`src/rtl/sprite_rom_arbiter_if.sv`:
```
// Requester-side bundle of the sprite ROM arbiter: read requests in,
// one-hot grants and tagged pixel responses out.
interface sprite_rom_arbiter_if #(
    parameter int N_REQ  = 4,
    parameter int ADDR_W = 8,
    parameter int DATA_W = 4
);
    logic [N_REQ-1:0]        req_valid;
    logic [N_REQ*ADDR_W-1:0] req_addr;
    logic [N_REQ-1:0]        req_ready;
    logic [N_REQ-1:0]        rsp_valid;
    logic [DATA_W-1:0]       rsp_data;

    modport master (
        output req_valid,
        output req_addr,
        input  req_ready,
        input  rsp_valid,
        input  rsp_data
    );

    modport slave (
        input  req_valid,
        input  req_addr,
        output req_ready,
        output rsp_valid,
        output rsp_data
    );
endinterface

```
`src/rtl/sprite_rom_arbiter.sv`:
```
// Round-robin arbiter sharing one synchronous sprite ROM read port.
// Fixed two-cycle latency; out-of-range reads return transparent 0.
module sprite_rom_arbiter #(
    parameter int N_REQ  = 4,
    parameter int ADDR_W = 8,
    parameter int DATA_W = 4,
    parameter int DEPTH  = 210
) (
    input  logic              CLK,
    input  logic              RST_N,
    sprite_rom_arbiter_if.slave req,
    output logic              rom_en,
    output logic [ADDR_W-1:0] rom_addr,
    input  logic [DATA_W-1:0] rom_data,
    input  logic              clr_err,
    output logic              addr_err
);
    localparam int TAG_W = (N_REQ > 1) ? $clog2(N_REQ) : 1;

    logic [TAG_W-1:0]  ptr_q, ptr_d;
    logic [TAG_W-1:0]  win;
    logic              found;
    logic [TAG_W:0]    sum;
    logic [TAG_W-1:0]  idx;
    logic [ADDR_W-1:0] addr_a [N_REQ];
    logic [ADDR_W-1:0] addr_w;
    logic              oob;
    logic              xfer;
    logic [N_REQ-1:0]  grant;

    logic              rom_en_q, rom_en_d;
    logic [ADDR_W-1:0] rom_addr_q, rom_addr_d;
    logic              s1_valid_q, s1_valid_d;
    logic [TAG_W-1:0]  s1_tag_q, s1_tag_d;
    logic              s1_oob_q, s1_oob_d;
    logic [N_REQ-1:0]  rsp_valid_q, rsp_valid_d;
    logic              s2_oob_q, s2_oob_d;
    logic              addr_err_q, addr_err_d;

    for (genvar i = 0; i < N_REQ; i++) begin : g_addr
        assign addr_a[i] = req.req_addr[i*ADDR_W +: ADDR_W];
    end

    // Search ptr, ptr+1, ... wrapping at N_REQ for the first valid.
    always_comb begin
        win   = '0;
        found = 1'b0;
        sum   = '0;
        idx   = '0;
        for (int k = 0; k < N_REQ; k++) begin
            sum = {1'b0, ptr_q} + (TAG_W+1)'(k);
            if (sum >= (TAG_W+1)'(N_REQ)) begin
                sum = sum - (TAG_W+1)'(N_REQ);
            end
            idx = sum[TAG_W-1:0];
            if (!found && req.req_valid[idx]) begin
                found = 1'b1;
                win   = idx;
            end
        end
    end

    always_comb begin
        grant  = found ? (N_REQ'(1) << win) : '0;
        addr_w = addr_a[win];
        xfer   = found & RST_N;
        oob    = {1'b0, addr_w} >= (ADDR_W+1)'(DEPTH);
    end

    assign req.req_ready = RST_N ? grant : '0;

    always_comb begin
        ptr_d       = ptr_q;
        rom_en_d    = xfer & ~oob;
        rom_addr_d  = rom_addr_q;
        s1_valid_d  = xfer;
        s1_tag_d    = win;
        s1_oob_d    = oob;
        rsp_valid_d = '0;
        s2_oob_d    = s1_oob_q;
        addr_err_d  = addr_err_q;
        if (xfer) begin
            ptr_d = (win == TAG_W'(N_REQ - 1)) ? '0 : win + TAG_W'(1);
        end
        if (xfer && !oob) begin
            rom_addr_d = addr_w;
        end
        if (s1_valid_q) begin
            rsp_valid_d = N_REQ'(1) << s1_tag_q;
        end
        // A new out-of-range accept outranks a simultaneous clear.
        if (xfer && oob) begin
            addr_err_d = 1'b1;
        end else if (clr_err) begin
            addr_err_d = 1'b0;
        end
    end

    always_ff @(posedge CLK or negedge RST_N) begin
        if (!RST_N) begin
            ptr_q       <= '0;
            rom_en_q    <= 1'b0;
            rom_addr_q  <= '0;
            s1_valid_q  <= 1'b0;
            s1_tag_q    <= '0;
            s1_oob_q    <= 1'b0;
            rsp_valid_q <= '0;
            s2_oob_q    <= 1'b0;
            addr_err_q  <= 1'b0;
        end else begin
            ptr_q       <= ptr_d;
            rom_en_q    <= rom_en_d;
            rom_addr_q  <= rom_addr_d;
            s1_valid_q  <= s1_valid_d;
            s1_tag_q    <= s1_tag_d;
            s1_oob_q    <= s1_oob_d;
            rsp_valid_q <= rsp_valid_d;
            s2_oob_q    <= s2_oob_d;
            addr_err_q  <= addr_err_d;
        end
    end

    assign rom_en        = rom_en_q;
    assign rom_addr      = rom_addr_q;
    assign req.rsp_valid = rsp_valid_q;
    assign req.rsp_data  = s2_oob_q ? '0 : rom_data;
    assign addr_err      = addr_err_q;
endmodule

```
`src/flat_wrapper.sv`:
```
// flat-port wrapper written by rule: the top's interface ports become plain ports
module sprite_rom_arbiter_flat 
#(
    parameter int N_REQ  = 4,
    parameter int ADDR_W = 8,
    parameter int DATA_W = 4,
    parameter int DEPTH  = 210
)
  (CLK, RST_N, rom_en, rom_addr, rom_data, clr_err, addr_err, req_req_valid, req_req_addr, req_req_ready, req_rsp_valid, req_rsp_data);
  sprite_rom_arbiter_if #(.N_REQ(N_REQ), .ADDR_W(ADDR_W), .DATA_W(DATA_W)) req_i ();
  input  logic CLK;
  input  logic RST_N;
  output logic rom_en;
  output logic [ADDR_W-1:0] rom_addr;
  input  logic [DATA_W-1:0] rom_data;
  input  logic clr_err;
  output logic addr_err;
  input wire logic [$bits(req_i.req_valid)-1:0] req_req_valid;
  input wire logic [$bits(req_i.req_addr)-1:0] req_req_addr;
  output wire logic [$bits(req_i.req_ready)-1:0] req_req_ready;
  output wire logic [$bits(req_i.rsp_valid)-1:0] req_rsp_valid;
  output wire logic [$bits(req_i.rsp_data)-1:0] req_rsp_data;
  assign req_i.req_valid = req_req_valid;
  assign req_i.req_addr = req_req_addr;
  assign req_req_ready = req_i.req_ready;
  assign req_rsp_valid = req_i.rsp_valid;
  assign req_rsp_data = req_i.rsp_data;
  sprite_rom_arbiter #(.N_REQ(N_REQ), .ADDR_W(ADDR_W), .DATA_W(DATA_W), .DEPTH(DEPTH)) u_core (.CLK(CLK), .RST_N(RST_N), .req(req_i), .rom_en(rom_en), .rom_addr(rom_addr), .rom_data(rom_data), .clr_err(clr_err), .addr_err(addr_err));
endmodule
```
`config.mk`:
```
export PLATFORM = sky130hd
export DESIGN_NAME = sprite_rom_arbiter_flat
export DESIGN_NICKNAME = d
export VERILOG_FILES = /design/src/rtl/sprite_rom_arbiter_if.sv /design/src/rtl/sprite_rom_arbiter.sv /design/src/flat_wrapper.sv
export SDC_FILE = /design/constraint.sdc
export NUM_CORES = 1
export LEC_CHECK = 0
export BUFFER_PORTS_ARGS = -buffer_cell sky130_fd_sc_hd__clkbuf_2
export CAP_MARGIN = 20
export CORE_MARGIN = 3
export CORE_UTILIZATION = 45
export CTS_BUF_LIST = sky130_fd_sc_hd__clkbuf_4
export DETAILED_ROUTE_END_ITERATION = 16
export GPL_ROUTABILITY_DRIVEN = 1
export GPL_TIMING_DRIVEN = 0
export PLACE_DENSITY = 0.84
export SLEW_MARGIN = 20
export SYNTH_ARGS = -nofsm -noshare
export SYNTH_HDL_FRONTEND = slang
export SYNTH_SLANG_ARGS = --single-unit
```
`constraint.sdc`:
```
create_clock -name CLK -period 3.4 [get_ports CLK]
set_clock_uncertainty 0.15 [all_clocks]
set_input_delay 0.17 -clock CLK [delete_from_list [all_inputs] [get_ports CLK]]
set_output_delay 0.17 -clock CLK [all_outputs]
set_load 0.1 [all_outputs]
```
==> results of run 1 <==
==> placed cells by master, fill, tap and decap left out, types with 4 or more instances in the layout <==
| cell type | count |
|---|---|
| a211oi_1 | 11 |
| dfrtp_1 | 21 |
| nand2_1 | 5 |
| clkbuf_4 | 4 |
| nor2b_1 | 4 |
| nor2_1 | 4 |
| inv_1 | 5 |
| clkbuf_2 | 66 |
| and2_1 | 5 |
| mux2i_1 | 5 |
| a21boi_0 | 10 |
| ha_1 | 4 |
| o21ai_0 | 5 |
==> power breakdown <==
part	total, mW	leakage (nW)	internal [mW]	switching, mW
sequential	0.401	0.259	0.343	0.0581
clock	0.121	0.0184	0.0536	0.0675
combinational	1.21	0.607	0.290	0.924
total	1.74	0.884	0.686	1.05
==> final cells by class <==
cell class / instances / area (um2) / area share [%]
Buffer: 6 / 51.3 / 3.00
Clock buffer: 4 / 30.0 / 1.76
Inverter: 8 / 30.0 / 1.76
Multi-Input combinational cell: 84 / 696 / 40.7
Sequential cell: 21 / 526 / 30.7
Tap cell: 30 / 37.5 / 2.19
Timing Repair Buffer: 66 / 340 / 19.9
==> state kept, by name, indices dropped and copies added (netlist names) <==
register / flops
u_core.addr_err: 1
u_core.ptr_q: 2
u_core.req.rsp_valid: 4
u_core.rom_addr: 8
u_core.rom_en: 1
u_core.s1_oob_q: 1
u_core.s1_tag_q: 2
u_core.s1_valid_q: 1
u_core.s2_oob_q: 1
==> routing by layer <==
layer	vias to the layer above	global-route usage [%]	part of all wire, %
met1	508	21.4	41
li1	577	-	-
met2	50	29.8	50
met4	0	5.70	0.65
met3	2	3.89	8.7
met5	-	0	0
==> critical path: stages <==
cell           delay (ns)
dlygate4sd3_1        0.53
clkbuf_2             0.37
o41ai_2              0.32
clkinv_1             0.54
and2_1               0.31
clkbuf_2             0.36
==> how the worst max path moves through the flow <==
stage                              end  slack [ns]  cells past startpoint
floorplan           u_core.rom_addr[0]        0.84                     10
global placement      req_req_ready[1]        0.63                      5
detailed placement    req_req_ready[3]        0.56                      5
CTS                   req_req_ready[3]        0.41                      6
global route          req_req_ready[3]        0.26                      6
finish                req_req_ready[2]        0.48                      6
==> cells in the mapped netlist <==
cell,instances
a2bb2oi_1,1
o221ai_2,1
o21a_1,1
o21ai_0,5
clkinv_1,1
inv_1,5
mux2_4,3
dfrtp_1,21
a21boi_1,1
inv_2,2
a21oi_1,3
nand2b_4,1
nor2b_1,4
nor2_8,1
o22ai_1,3
a211oi_2,1
o41ai_1,3
a211oi_1,11
o311a_1,1
nand2_1,5
buf_4,1
buf_6,3
a21o_1,2
ha_1,4
and2_4,1
mux2i_1,5
a21boi_0,10
nand2b_1,1
o41ai_2,1
a211oi_4,1
and2_1,5
and3_1,2
and3b_1,1
nor2_1,4
nor3b_1,1
clkbuf_2,2
a2111oi_4,1
==> metrics by stage <==
step                worst slack, ns  power (mW)
detailed placement            0.556        1.62
finish                        0.478        1.74
floorplan                     0.836        1.42
global route                  0.262        1.83
CTS                           0.408        1.75
global placement              0.631        1.60
==> kinds of logic after synthesis <==
logic type,Yosys count,share of synthesized area (%)
buf+inv,14,6.24
mux,8,7.30
fa+ha+maj,4,3.84
simple gates,26,12.9
flops,21,40.3
compound gates,46,29.4
==> impl_results.md, run 1 <==
- Syn Inst Count: 119
- Die Y: approximately 60 um
- Core area: 2610 um2
- CTS H-Tree Depth: 1
- Seq/Total Area, Yosys: approximately two fifths
- Synth Register Bits: 21
- Drt drc: 0
- Post_cts resized: 0
- Min-delay worst type: primary input to flop
- Syn. warnings: 0
- Final setup TNS: 0 ns
- WHS Path Cells: 4
- Leakage Power: 0.884 nW
- HPWL Detailed: about 2400 um
- Total CTS buffers: 3
- Reg2reg path depth: 10
- Hold Vio Cnt, Final: 0
- Worst flop-to-flop path endpoint: u_core.rom_addr[0]
- Drt pass-1 iters: 4
- Hold Worst Slack: between 0.15 and 0.2 ns
- Required time of the critical path: a little over 3 ns
- Syn_area_per_cell: 10.9 um2
- Setup CP Type: primary input to output pin
- Tightest Pin Transition: around 1.0 ns
- Largest net degree at the start of global routing: 24
- Origin of the worst min-delay path: req_req_addr[0]
- Min-Delay Endpoint: u_core.rom_addr[0]
- P per Cell Area: roughly 1000 nW/um2
- Top cells by area, synth: dfrtp_1 (40%), a211oi_1 (6.3%), a21boi_0 (5.8%)
- Tot GR Track Use: about 17%
- Highest Clock Rate: around 340 MHz
- Worst EP arrival: 2.60 ns
- Post-CTS setup repair buffer count: 0
- Post-route ant nets: 0
- Port Buffers: 64
- Die Area: ~3600 um2
- Initial antenna violation count: 0
- Net count after synthesis: between 150 and 200
- IO Count: 65
- Clk slew on worst S/H paths: ~0.10 ns
- FP Rows: 18
- Final #Nets: 237
- Yosys cell types: 37
- First-pass GRT wire length: 4790 um
- VDD IR max: between 0.6 and 0.7 mV
- Fillers: between 200 and 250
- Critical-path maximum fanout: 23
- Period utilization: between 80% and 90%
- Root buffer cell: clkbuf_4
- RR Startpoint: u_core.ptr_q[1]
- Crit path time final: 2.92 ns
- Placed cell areas: approximately 1700 um2
- Register-to-register path setup slack: 0.52 ns
- Crit path launch: RST_N
- Yosys top cell area share: approximately two fifths
- Worst setup SP type: primary input
- Vias: 1137
- Largest area contributor in the netlist: dfrtp_1
- Clock Latency Late Sink: between 0.2 and 0.3 ns
- Status: finished clean
- Vias per cell: 5.19
- CTS Hold Bufs: 2
- Kind of end point of the critical path: output pin
- Clk sinks: 21
- Final WL: 2930 um
- Area Growth Syn to Fin: 31.3%
- GR Overflow Total: 0
- CTS max path bufs: 2
- Drt initial violations: 27
- Final Util: between 60 and 70%
- Diode count: 0
- DIE WIDTH: 59.8 um
- Cell area after synthesis: approximately 1300 um2
- WL/cell: around 13 um
- Post-route cell area: approximately 1700 um2
- RSZ-0062 raised after global routing: false
- Initial Util: around half
- Slew HR: 29.8%
- DP Cell Count: 213
- Fin cells: roughly 220
- TritonCTS clock tree: built
- Max-slew violations: 0
- Max cap viols: 0
- Share of cells above drive strength 1: between 40% and 50%
- GP Congestion: about 0.83
- Final setup vio count: 0
- Vias in the first global route: 1116
(Power assumes the default switching activity.)
==> run 2, diff against run 1 <==
--- a/config.mk
+++ b/config.mk
@@ -12,7 +12,6 @@
 export CTS_BUF_LIST = sky130_fd_sc_hd__clkbuf_4
 export DETAILED_ROUTE_END_ITERATION = 16
 export GPL_ROUTABILITY_DRIVEN = 1
-export GPL_TIMING_DRIVEN = 0
 export PLACE_DENSITY = 0.84
 export SLEW_MARGIN = 20
 export SYNTH_ARGS = -nofsm -noshare
==> run 2 against run 1 <==
Against the previous run:
- core utilization is 1.1 points lower
- sequential power is 2% higher
- count of clock-buffer cells in the layout is 1 lower
- via count is 5.4% higher
- critical path depth is 2 higher
- first-iteration DRC count is 48% higher
- critical path type is now flop to flop
- largest cell class unchanged
==> impl_results.md, run 2 (same netlist as run 1, synthesis figures left out) <==
- Post-route ant nets: 0
- Leakage Power: slightly below 0.9 nW
- Most frequent cells in the layout: clkbuf_2 (64), dfrtp_1 (21), a211oi_1 (11)
- VDD IR max: between 0.7 and 0.8 mV
- Final WL: ~3200 um
- First-pass GRT wire length: roughly 5300 um
- Post-route cell area: 1680 um2
- Clk slew on worst S/H paths: approximately 0.12 ns
- Required time of the critical path: approximately 3.5 ns
- Clk sinks: 21
- Tot GR Track Use: between 10% and 20%
- Fillers: about 210
- Hold Worst Slack: 0.162 ns
- Multi-input gate area: ~710 um2
- Die Y: 59.8 um
- Largest net degree at the start of global routing: 24
- Kind of end point of the critical path: flop
- Initial antenna violation count: 0
- FP Rows: 18
- Worst-path cell chain: and2_1 -> o221ai_2 -> and2_4 -> mux2i_1 -> a2111oi_4 -> o311a_1 -> nor2_8 -> mux2_4
- Setup CP Type: flop to flop
- Vias in the first global route: about 1200
- Crit path time final: approximately 3.1 ns
- IO Count: between 60 and 70
- Area Growth Syn to Fin: 29.2%
- Highest Clock Rate: 320 MHz
- Die Area: roughly 3600 um2
- Drt initial violations: 40
- Largest stage delay on the critical path: roughly 0.52 ns
- P per Cell Area: 1020 nW/um2
- Largest register FFs: 8
- RSZ-0062 raised after global routing: false
- GP Congestion: 0.773
- Total CTS buffers: 3
- Slack of the critical path: approximately 0.28 ns
- Hold Vio Cnt, Final: 0
- TritonCTS clock tree: built
- Placed cell areas: approximately 1600 um2
- CP max stage cell: o311a_1
- Final setup vio count: 0
- Final #Nets: between 200 and 250
- Drt drc: 0
- Register-to-register path setup slack: between 0.2 and 0.3 ns
- Worst EP arrival: roughly 3.2 ns
- Clock Latency Late Sink: about 0.30 ns
- Core area: 2610 um2
- FF+latch area: around 530 um2
- Critical-path maximum fanout: 19
- Slew HR: about 50%
- Pre-CTS WS: around 0.3 ns
- Max cap viols: 0
- WL/cell: about 15 um
- Min-delay worst type: primary input to flop
- HPWL Detailed: about 2600 um
- Root buffer cell: clkbuf_4
- DIE WIDTH: between 50 and 60 um
- Final Util: approximately 64%
- Most common cell after layout, fill and taps aside: clkbuf_2
- Share of cells above drive strength 1: 44.9%
- Drt pass-1 iters: 4
- GR Overflow Total: 0
- Port Buffers: 64
- CTS max path bufs: 2
- CTS H-Tree Depth: 1
- Post_cts resized: 0
- Status: finished clean
- Period utilization: slightly above 90%
- Worst setup SP type: flop
- Diode count: 0
- Vias per cell: between 5 and 6
- Max-slew violations: 0
- Final setup TNS: 0 ns
- Tightest Pin Transition: approximately 0.77 ns
- Initial Util: about half
- Vias: ~1200
==> run 2: changes by cell type in the layout (fill, tap and decap cells not counted) <==
cell / before / now
clkinv_2: 0 / 1
clkbuf_2: 66 / 64
o41ai_4: 0 / 1
buf_6: 3 / 0
buf_4: 1 / 2
clkbuf_4: 4 / 3
o41ai_2: 1 / 0
==> run 2: critical path, delay by kind of cell (launching register included) <==
kind	cells	cell delay [ns]
compound gates	3	1.27
flops	1	0.46
mux	2	0.51
simple gates	3	0.64
==> run 2: final cells by class <==
type	instances	area share (%)
multi-input cells	84	42.0
flip-flops and latches	21	31.2
repair buffers	68	21.1
well taps	30	2.23
inverters	8	1.78
clock buffers	3	1.34
clock inverters	1	0.297
==> run 2: per-layer routing <==
layer | vias up | routed length (um) | GRT usage, %
met5 | - | 0 | 0
met4 | 0 | 55 | 7.59
met3 | 8 | 287 | 3.67
met2 | 64 | 1610 | 32.9
met1 | 559 | 1250 | 23.2
li1 | 567 | - | -
==> run 2: timing repair <==
item,4_1_cts,5_1_grt
setup buffers,0,0
hold buffers,2,0
hold endpoints to repair,22,0
endpoints found under the setup margin,0,0
==> run 2: path summary, 6_finish.rpt <==
| path | start | end | cells after the start |
|---|---|---|---|
| max | u_core.ptr_q[1] | u_core.rom_addr[5] | 8 |
| min | req_req_addr[0] | u_core.rom_addr[0] | 4 |
| max reg2reg | u_core.ptr_q[1] | u_core.rom_addr[5] | 8 |
| min reg2reg | u_core.s1_oob_q | u_core.s2_oob_q | 0 |
| max in group asynchronous | RST_N | u_core.rom_en | 2 |
| min in group asynchronous | RST_N | u_core.rom_addr[3] | 2 |
==> run 2: power breakdown <==
| part | internal, mW | switching [mW] |
|---|---|---|
| Combinational | 0.263 | 0.924 |
| Clock | 0.0439 | 0.0755 |
| Sequential | 0.343 | 0.0671 |
==> run 2: through the flow <==
stage,cells,power (mW)
after floorplan,119,1.42
after global placement,209,1.57
after detailed placement,209,1.60
after CTS,215,1.72
after global routing,215,1.80
final,215,1.72
==> run 3, diff against run 2 <==
--- a/config.mk
+++ b/config.mk
@@ -7,12 +7,12 @@
 export LEC_CHECK = 0
 export BUFFER_PORTS_ARGS = -buffer_cell sky130_fd_sc_hd__clkbuf_2
 export CAP_MARGIN = 20
-export CORE_MARGIN = 3
-export CORE_UTILIZATION = 45
+export CORE_UTILIZATION = 47
 export CTS_BUF_LIST = sky130_fd_sc_hd__clkbuf_4
 export DETAILED_ROUTE_END_ITERATION = 16
 export GPL_ROUTABILITY_DRIVEN = 1
-export PLACE_DENSITY = 0.84
+export PLACE_DENSITY = 0.87
+export SETUP_SLACK_MARGIN = 0.02
 export SLEW_MARGIN = 20
 export SYNTH_ARGS = -nofsm -noshare
 export SYNTH_HDL_FRONTEND = slang
==> run 3 against run 2 <==
Against the previous run:
- non-clock buffer count stayed put
- core utilization increased by 1.4 points
- sequential share of layout area rose by 0.16 points
- design area is 0.52% lower
- count of clock-buffer cells in the layout increased by 1
- worst setup slack better by 0.10 ns
- clock power up 8%
- sequential power about the same
- fmax grew 3.5%
- die area down 17%
- routed wire length shrank 7.0%
==> impl_results.md, run 3 (same netlist as run 1, synthesis figures left out) <==
- Status: finished clean
- WL/cell: 13.9 um
- Slack of the critical path: between 0.3 and 0.4 ns
- Vias per cell: 5.45
- Tot GR Track Use: approximately 22%
- RSZ-0062 raised after global routing: false
- Placed cell areas: between 1500 and 2000 um2
- Worst-path cell chain: nand2b_1 -> a21o_1 -> and2_4 -> a211oi_1 -> o22ai_1 -> o311a_1 -> nor2_8 -> mux2_4
- Slew HR: between 20% and 30%
- Post-route cell area: 1670 um2
- Final setup vio count: 0
- Max-slew violations: 0
- CTS Hold Bufs: 2
- HPWL Detailed: between 2000 and 2500 um
- RR Startpoint: u_core.ptr_q[0]
- First-pass GRT wire length: 4630 um
- TritonCTS clock tree: built
- Share of cells above drive strength 1: around 45%
- P per Cell Area: 1020 nW/um2
- Largest net degree at the start of global routing: 24
- Worst flop-to-flop path endpoint: u_core.rom_addr[3]
- Die Area: approximately 3000 um2
- Post-route ant nets: 0
- Post-CTS setup repair buffer count: 0
- Clock Latency Late Sink: between 0.3 and 0.4 ns
- Initial Util: 51.2%
- DIE WIDTH: about 55 um
- Root buffer cell: clkbuf_4
- Register-to-register path setup slack: about 0.38 ns
- WHS Path Cells: 4
- Most frequent cells in the layout: clkbuf_2 (64), dfrtp_1 (21), a211oi_1 (11)
- Drt initial violations: 12
- Most common cell after layout, fill and taps aside: clkbuf_2
- Drt drc: 0
- FP Rows: 18
- Clk sinks: 21
- Critical-path maximum fanout: 19
- Die Y: between 50 and 60 um
- Diode count: 0
- Vias: between 1000 and 1500
- CTS max path bufs: 2
- Initial antenna violation count: 0
- VDD IR max: between 0.6 and 0.7 mV
- Tightest Pin Transition: between 1 and 1.5 ns
- Final setup TNS: 0 ns
- Largest register FFs: 8
- Reg2reg path depth: 8
- Required time of the critical path: about 3.5 ns
- Fillers: roughly 190
- Crit path time final: ~3.0 ns
- Pre-CTS WS: about 0.43 ns
- Kind of end point of the critical path: flop
- Core area: approximately 2500 um2
- Worst setup SP type: flop
- Clk slew on worst S/H paths: around 0.11 ns
- Final WL: about 3000 um
- Total CTS buffers: 3
- Min-Delay Endpoint: u_core.rom_addr[0]
- GP Congestion: roughly 0.84
- Worst EP arrival: just over 3 ns
- CTS H-Tree Depth: 1
- Vias in the first global route: roughly 1100
- Area Growth Syn to Fin: 28.5%
- Post_cts resized: 0
- CP max stage cell: o311a_1
- Hold Vio Cnt, Final: 0
- Final #Nets: about 230
- Drt pass-1 iters: 4
- Max cap viols: 0
- Largest stage delay on the critical path: approximately 0.50 ns
- Min-delay worst type: primary input to flop
- Highest Clock Rate: about 330 MHz
- IO Count: between 60 and 70
- Origin of the worst min-delay path: req_req_addr[0]
- Port Buffers: 64
- Leakage Power: roughly 0.86 nW
- Setup CP Type: flop to flop
- GR Overflow Total: 0
- Period utilization: approximately nine tenths
## run 3: changes by cell type in the layout (fill, tap and decap cells not counted), sizes merged
cell    before  now
clkinv       2    1
clkbuf      67   68
## run 3: worst max-delay path, delay by kind of cell, from the launching register on
family | cells | cell delay [ns]
muxes | 1 | 0.31
and+or+nand+nor | 3 | 0.64
AOI/OAI and AO/OA | 4 | 1.36
DFF | 1 | 0.43
## run 3: worst max-delay path by stage
stage | cells after the start | start | to | slack [ns]
detailed placement | 9 | u_core.ptr_q[0] | u_core.rom_addr[5] | 0.43
floorplan | 10 | u_core.ptr_q[0] | u_core.rom_addr[0] | 0.84
global placement | 8 | u_core.ptr_q[0] | u_core.rom_addr[0] | 0.56
CTS | 9 | u_core.ptr_q[0] | u_core.rom_addr[0] | 0.40
global route | 9 | u_core.ptr_q[0] | u_core.rom_addr[0] | 0.19
finish | 8 | u_core.ptr_q[0] | u_core.rom_addr[3] | 0.38
## run 3: report_power, final
part	leakage (nW)	total (mW)	switching (mW)	internal, mW
registers	0.259	0.407	0.0637	0.343
logic	0.586	1.18	0.916	0.259
clock network	0.0184	0.128	0.0740	0.0538
## run 3: per-layer routing
metal | up-vias | wire length, um | track usage [%]
li1 | 572 | - | -
met1 | 533 | 1210 | 24.4
met2 | 61 | 1540 | 41.4
met3 | 5 | 199 | 3.61
met4 | 0 | 36 | 7.69
met5 | - | 0 | 0
## run 3: metrics by stage
step	instances	hold WS, ns	util [%]	total power [mW]
after floorplan	119	-0.276	-	1.42
after global placement	209	0.0177	63.8	1.56
after detailed placement	209	0.0274	63.8	1.59
after CTS	215	0.127	65.8	1.71
after global routing	215	0.170	65.8	1.78
final	215	0.133	65.8	1.71
## run 3: layout make-up
class	instances	area [um2]	share of cell area [%]
clock buffer	4	30.0	1.79
inverter	8	30.0	1.79
multi-input combinational	84	696	41.6
sequential	21	526	31.4
tap	30	37.5	2.24
timing repair buffer	68	355	21.2
